$ cat src/rtl/tmr_ctrl_fsm_pkg.sv
// Shared definitions for the timer run/pause/stop controller.
package tmr_ctrl_fsm_pkg;

    // Controller states; the three spare encodings of the 3-bit register recover to IDLE.
    typedef enum logic [2:0] {
        ST_IDLE  = 3'd0,
        ST_LOAD  = 3'd1,
        ST_RUN   = 3'd2,
        ST_PAUSE = 3'd3,
        ST_DONE  = 3'd4
    } tmr_state_e;

    // A run is in progress from the load cycle until it completes or is aborted.
    function automatic logic is_busy(input tmr_state_e st);
        return (st == ST_LOAD) || (st == ST_RUN) || (st == ST_PAUSE);
    endfunction

endpackage

$ cat src/rtl/tick_prescale_nb.sv
// Prescaler: counts 0..PRESCALE-1 while enabled and flags the last count as a tick.
module tick_prescale_nb #(
    parameter int PRESCALE = 100000,
    parameter int PS_W     = 17
) (
    input  logic clk,
    input  logic clr,
    input  logic en,
    input  logic rst_cnt,
    output logic tick
);

    localparam logic [PS_W-1:0] LAST = PS_W'(PRESCALE - 1);

    logic [PS_W-1:0] cnt_r;
    logic [PS_W-1:0] cnt_nxt_s;

    // Next count: zero on request, wrap at the last count, otherwise hold when disabled.
    always_comb begin
        cnt_nxt_s = cnt_r;
        if (rst_cnt) begin
            cnt_nxt_s = {PS_W{1'b0}};
        end else if (en) begin
            if (cnt_r == LAST) begin
                cnt_nxt_s = {PS_W{1'b0}};
            end else begin
                cnt_nxt_s = cnt_r + PS_W'(1);
            end
        end else begin
            cnt_nxt_s = cnt_r;
        end
    end

    // Prescaler count register with synchronous clear.
    always_ff @(posedge clk) begin
        if (clr) begin
            cnt_r <= {PS_W{1'b0}};
        end else begin
            cnt_r <= cnt_nxt_s;
        end
    end

    // The tick comes only from registered count and the (registered-state) enable.
    assign tick = (cnt_r == LAST) & en;

endmodule

$ cat src/rtl/tmr_ctrl_fsm.sv
// Timer front end: sequences clear/load/count of an external up counter and
// detects its wrap to zero through the counter's ripple-carry-out.
module tmr_ctrl_fsm
    import tmr_ctrl_fsm_pkg::*;
#(
    parameter int N        = 8,
    parameter int PRESCALE = 100000,
    parameter int PS_W     = 17
) (
    input  logic         clk,
    input  logic         clr,
    input  logic         start,
    input  logic         stop,
    input  logic [N-1:0] preset,
    input  logic         rco_in,
    output logic         cnt_clr,
    output logic         cnt_ld,
    output logic         cnt_up,
    output logic [N-1:0] cnt_D,
    output logic         busy,
    output logic         done
);

    tmr_state_e   state_r;
    tmr_state_e   state_nxt_s;
    logic [N-1:0] cnt_d_r;
    logic [N-1:0] cnt_d_nxt_s;
    logic         ps_en_s;
    logic         ps_rst_s;
    logic         tick_s;

    // The prescaler advances only in RUN; it is held at zero outside a run so
    // every fresh run starts a full prescale period after LOAD. PAUSE freezes it.
    assign ps_en_s  = (state_r == ST_RUN);
    assign ps_rst_s = (state_r == ST_LOAD) || (state_r == ST_IDLE) || (state_r == ST_DONE);

    tick_prescale_nb #(
        .PRESCALE (PRESCALE),
        .PS_W     (PS_W)
    ) u_ps (
        .clk     (clk),
        .clr     (clr),
        .en      (ps_en_s),
        .rst_cnt (ps_rst_s),
        .tick    (tick_s)
    );

    // Next-state and preset capture; stop always wins over start, and a
    // terminal tick wins over stop because the counter has already wrapped.
    always_comb begin
        state_nxt_s = state_r;
        cnt_d_nxt_s = cnt_d_r;
        case (state_r)
            ST_IDLE, ST_DONE: begin
                if (stop) begin
                    state_nxt_s = ST_IDLE;
                end else if (start) begin
                    state_nxt_s = ST_LOAD;
                    cnt_d_nxt_s = preset;
                end else begin
                    state_nxt_s = state_r;
                end
            end
            ST_LOAD: begin
                state_nxt_s = ST_RUN;
            end
            ST_RUN: begin
                if (tick_s && rco_in) begin
                    state_nxt_s = ST_DONE;
                end else if (stop) begin
                    state_nxt_s = ST_PAUSE;
                end else begin
                    state_nxt_s = ST_RUN;
                end
            end
            ST_PAUSE: begin
                if (stop) begin
                    state_nxt_s = ST_IDLE;
                end else if (start) begin
                    state_nxt_s = ST_RUN;
                end else begin
                    state_nxt_s = ST_PAUSE;
                end
            end
            default: begin
                state_nxt_s = ST_IDLE;
            end
        endcase
    end

    // State and captured-preset registers with synchronous clear.
    always_ff @(posedge clk) begin
        if (clr) begin
            state_r <= ST_IDLE;
            cnt_d_r <= {N{1'b0}};
        end else begin
            state_r <= state_nxt_s;
            cnt_d_r <= cnt_d_nxt_s;
        end
    end

    // Moore decode from registered state only.
    assign cnt_clr = (state_r == ST_IDLE);
    assign cnt_ld  = (state_r == ST_LOAD);
    assign cnt_up  = tick_s;
    assign cnt_D   = cnt_d_r;
    assign busy    = is_busy(state_r);
    assign done    = (state_r == ST_DONE);

endmodule
$ cat config.mk
export PLATFORM = sky130hd
export DESIGN_NAME = tmr_ctrl_fsm
export DESIGN_NICKNAME = d
export VERILOG_FILES = /design/src/rtl/tmr_ctrl_fsm_pkg.sv /design/src/rtl/tick_prescale_nb.sv /design/src/rtl/tmr_ctrl_fsm.sv
export SDC_FILE = /design/constraint.sdc
export NUM_CORES = 1
export LEC_CHECK = 0
export ABC_CLOCK_PERIOD_IN_PS = 2170
export CAP_MARGIN = 20
export CORE_MARGIN = 2
export CORE_UTILIZATION = 53
export CTS_BUF_LIST = sky130_fd_sc_hd__clkbuf_4 sky130_fd_sc_hd__clkbuf_8
export CTS_CLUSTER_DIAMETER = 100
export CTS_CLUSTER_SIZE = 16
export DETAILED_ROUTE_END_ITERATION = 10
export GPL_TIMING_DRIVEN = 0
export PLACE_DENSITY = 0.81
export SLEW_MARGIN = 10
export SYNTH_ARGS = -nofsm -noshare
export SYNTH_HDL_FRONTEND = slang
export SYNTH_SLANG_ARGS = --single-unit
$ cat constraint.sdc
create_clock -name clk -period 2.17 [get_ports clk]
set_input_delay 0.217 -clock clk [delete_from_list [all_inputs] [get_ports clk]]
set_output_delay 0.217 -clock clk [all_outputs]
set_load 0.01 [all_outputs]
==> flow_metrics.env <==
export IMPL_min_from="preset[7]"
export IMPL_via_count=1309
export IMPL_p_per_area_nw_per_um2=563.3
export IMPL_area_delta_synth_final_pct=25.82
export IMPL_fin_setup_tns_ns=0
export IMPL_fill_cells=196
export IMPL_fin_area_um2=1768
export IMPL_maxSlewViolCount=0
export IMPL_fin_skew_ns=0.007299
export IMPL_cp_end_kind="primary output"
export IMPL_dpl_hpwl_um=2274
export IMPL_grt_pass1_wl_um=5237
export IMPL_final_layout_size_suffix_gt1_share_pct=16.32
export IMPL_synth_seq_cells=28
export IMPL_hold_slack_ns=0.4156
export IMPL_hold_viol=0
export IMPL_grtUsageTotal_pct=20.77
export IMPL_yosysSeqAreaShare_pct=39.89
export IMPL_row_count=18
export IMPL_fp_coreArea_um2=2500
export IMPL_crit_fanout=2
export IMPL_drt_total_wl_um=3091
export IMPL_rsz0062_at_grt="false"
export IMPL_avgSynthCellArea_um2=8.782
export IMPL_dieArea_um2=3079
export IMPL_worstSetupStartpoint="u_ps.cnt_r[8]"
export IMPL_die_h_um=55.49
export IMPL_yosys_warnings=0
export IMPL_crit_arrival_ns=1.85
export IMPL_clkTransAtPathRegs_ns=0.16
export IMPL_cap_viol_max_count=0
export IMPL_fin_crit_ns=2.069
export IMPL_synth_distinct_cells=43
export IMPL_start_util_pct=56.21
export IMPL_power_total_uw=995.9
export IMPL_cts_inserted_buffers=3
export IMPL_grt_pass1_vias=1218
export IMPL_cts_sinks=28
export IMPL_nNetsFinal=205
export IMPL_port_buffers=25
export IMPL_io_pin_count=26
export IMPL_clk_latency_ns=0.33
export IMPL_multi_input_area_um2=797.0
export IMPL_max_vdd_ir_drop_mv=0.4040
export IMPL_routedWlPerCell_um=14.05
export IMPL_firstDrtPassIters=4
export IMPL_min_period_over_period_pct=95.35
export IMPL_synth_area_um2=1405
export IMPL_syn_inst=160
export IMPL_place_area_um2=1693
export IMPL_dp_cells=215
export IMPL_crit_type="flip-flop to primary output"
export IMPL_root_buffer="clkbuf_4"
export IMPL_seq_area_um2=565.5
export IMPL_grt_ovfl_total=0
export IMPL_min_path_type="primary input to flip-flop"
export IMPL_drc=0
export IMPL_slew_headroom_pct=54.18
export IMPL_grt_start_max_net_pins=17
export IMPL_postRouteAntennaNets=0
export IMPL_p_leak_uw=0.0005488
export IMPL_vias_per_cell=5.950
export IMPL_antenna_found_initial=0
export IMPL_r2r_setup_slack_ns=0.31
export IMPL_cts_tree="done"
export IMPL_instances_no_fill=220
export IMPL_htreeDepth=1
export IMPL_insertedDiodeCount=0
export IMPL_crit_required_ns=1.95
export IMPL_fmax_mhz=483.3
export IMPL_start_kind="flip-flop"
export IMPL_initialDrtViolationCount=30
export IMPL_status="complete, no violations"
export IMPL_tightest_slew_ns=0.6855
export IMPL_finalSetupViolCount=0
export IMPL_worst_r2r_startpoint="state_r[0]"
export IMPL_place_congestion=0.8459
export IMPL_clock_path_buffers=2
export IMPL_synth_nets=174
export IMPL_die_w_um=55.49
==> layout by cell type (no fill, tap or decap), drive strengths merged, types with 2 or more instances in the layout <==
cell           count
nor3b              3
nor2              14
nand4bb            2
nand2             24
dfxtp             28
a21oi             17
nand4              6
o21ai              4
or4                5
or3                4
nand3              6
and2               2
clkbuf             5
buf                8
inv                2
xnor2              4
o31ai              4
nor3               3
nand3b             2
nor4               3
clkdlybuf4s50     24
xor2               6
==> stage by stage <==
step                worst slack [ns]  util (%)
floorplan                     0.4719         -
global route                 0.02640     70.72
global placement             0.03640     67.72
detailed placement           0.04988     67.72
finish                        0.1010     70.72
CTS                          0.08672     70.42
==> registers in the layout, indices dropped and copies added (netlist names) <==
signal,cells
state_r,3
cnt_D,8
u_ps.cnt_r,17
==> cells in the mapped netlist, drive strengths merged <==
cell,count,share of area (%)
or3,4,2.5
nor4,3,1.3
o21ai,4,2.2
nor3b,3,2.0
xnor2,4,2.5
o31ai,4,2.1
or4b,1,0.71
nand3b,2,1.1
xor2,6,3.7
inv,2,0.53
and4bb,1,0.89
nor3,3,1.1
mux2i,1,0.71
and2,2,0.89
a21oi,17,6.6
nand4bb,2,1.6
a211oi,1,0.53
nand3,6,3.4
buf,5,2.8
clkbuf,3,0.80
and3,1,0.53
and4,1,0.62
dfxtp,28,40
o21a,1,0.53
nor4b,1,1.1
nand4,6,2.7
o32ai,1,0.62
nand2,24,6.4
nand4b,1,0.62
ha,1,0.89
or4,5,3.2
or2,1,0.45
nor4bb,1,0.71
nor2,14,3.7
==> final cells by class <==
| cell class | count | share of cell area [%] |
|---|---|---|
| Clock inverter | 1 | 1.699 |
| Multi-Input combinational cell | 122 | 45.08 |
| Inverter | 2 | 0.4246 |
| Timing Repair Buffer | 27 | 14.72 |
| Clock buffer | 3 | 1.274 |
| Tap cell | 30 | 2.123 |
| Buffer | 7 | 2.689 |
| Sequential cell | 28 | 31.99 |
==> final timing paths <==
kind | end | depth (start not counted)
setup reg to reg | state_r[1] | 6
hold reg to reg | cnt_D[0] | 2
setup / recovery | cnt_up | 4
hold / removal | cnt_D[7] | 3
==> cell families after synthesis <==
family	Yosys count	share of synthesized area [%]
adder cells (fa/ha/maj)	1	0.8903
flip-flops	28	39.89
AND/OR/NAND/NOR	82	35.44
multiplexers	1	0.7124
XOR/XNOR	10	6.233
AO/OA/AOI/OAI	28	12.65
buffers and inverters	10	4.185
==> per-layer routing <==
metal  GRT usage (%)  part of all wire (%)  vias up
li1                -                     -      638
met1           22.83                    41      616
met5               0                     0        -
met2           37.59                    51       45
met4           8.711                   2.0        0
met3           5.152                   6.1       10
==> where the power goes <==
| group | total, µW | switching [µW] | leakage (µW) | internal [µW] |
|---|---|---|---|---|
| Combinational | 122 | 56.8 | 0.000293 | 64.8 |
| Sequential | 528 | 4.51 | 0.000228 | 524 |
| Clock | 346 | 159 | 0.0000279 | 187 |
==> worst max-delay path, cell delays in order, from the launching register on <==
cell and delay, ns:
dfxtp_2 0.36, or4_1 0.55, or3_4 0.37, nor2_2 0.10, buf_2 0.14
==> what timing repair did <==
action | CTS | global route
hold buffers | 0 | 0
gates cloned | 0 | 0
endpoints found under the setup margin | 1 | 2
buffers inserted | 2 | 0
pin swaps | 0 | 0
gates resized for setup | 7 | 3
Power figures use the tool's default switching activity.
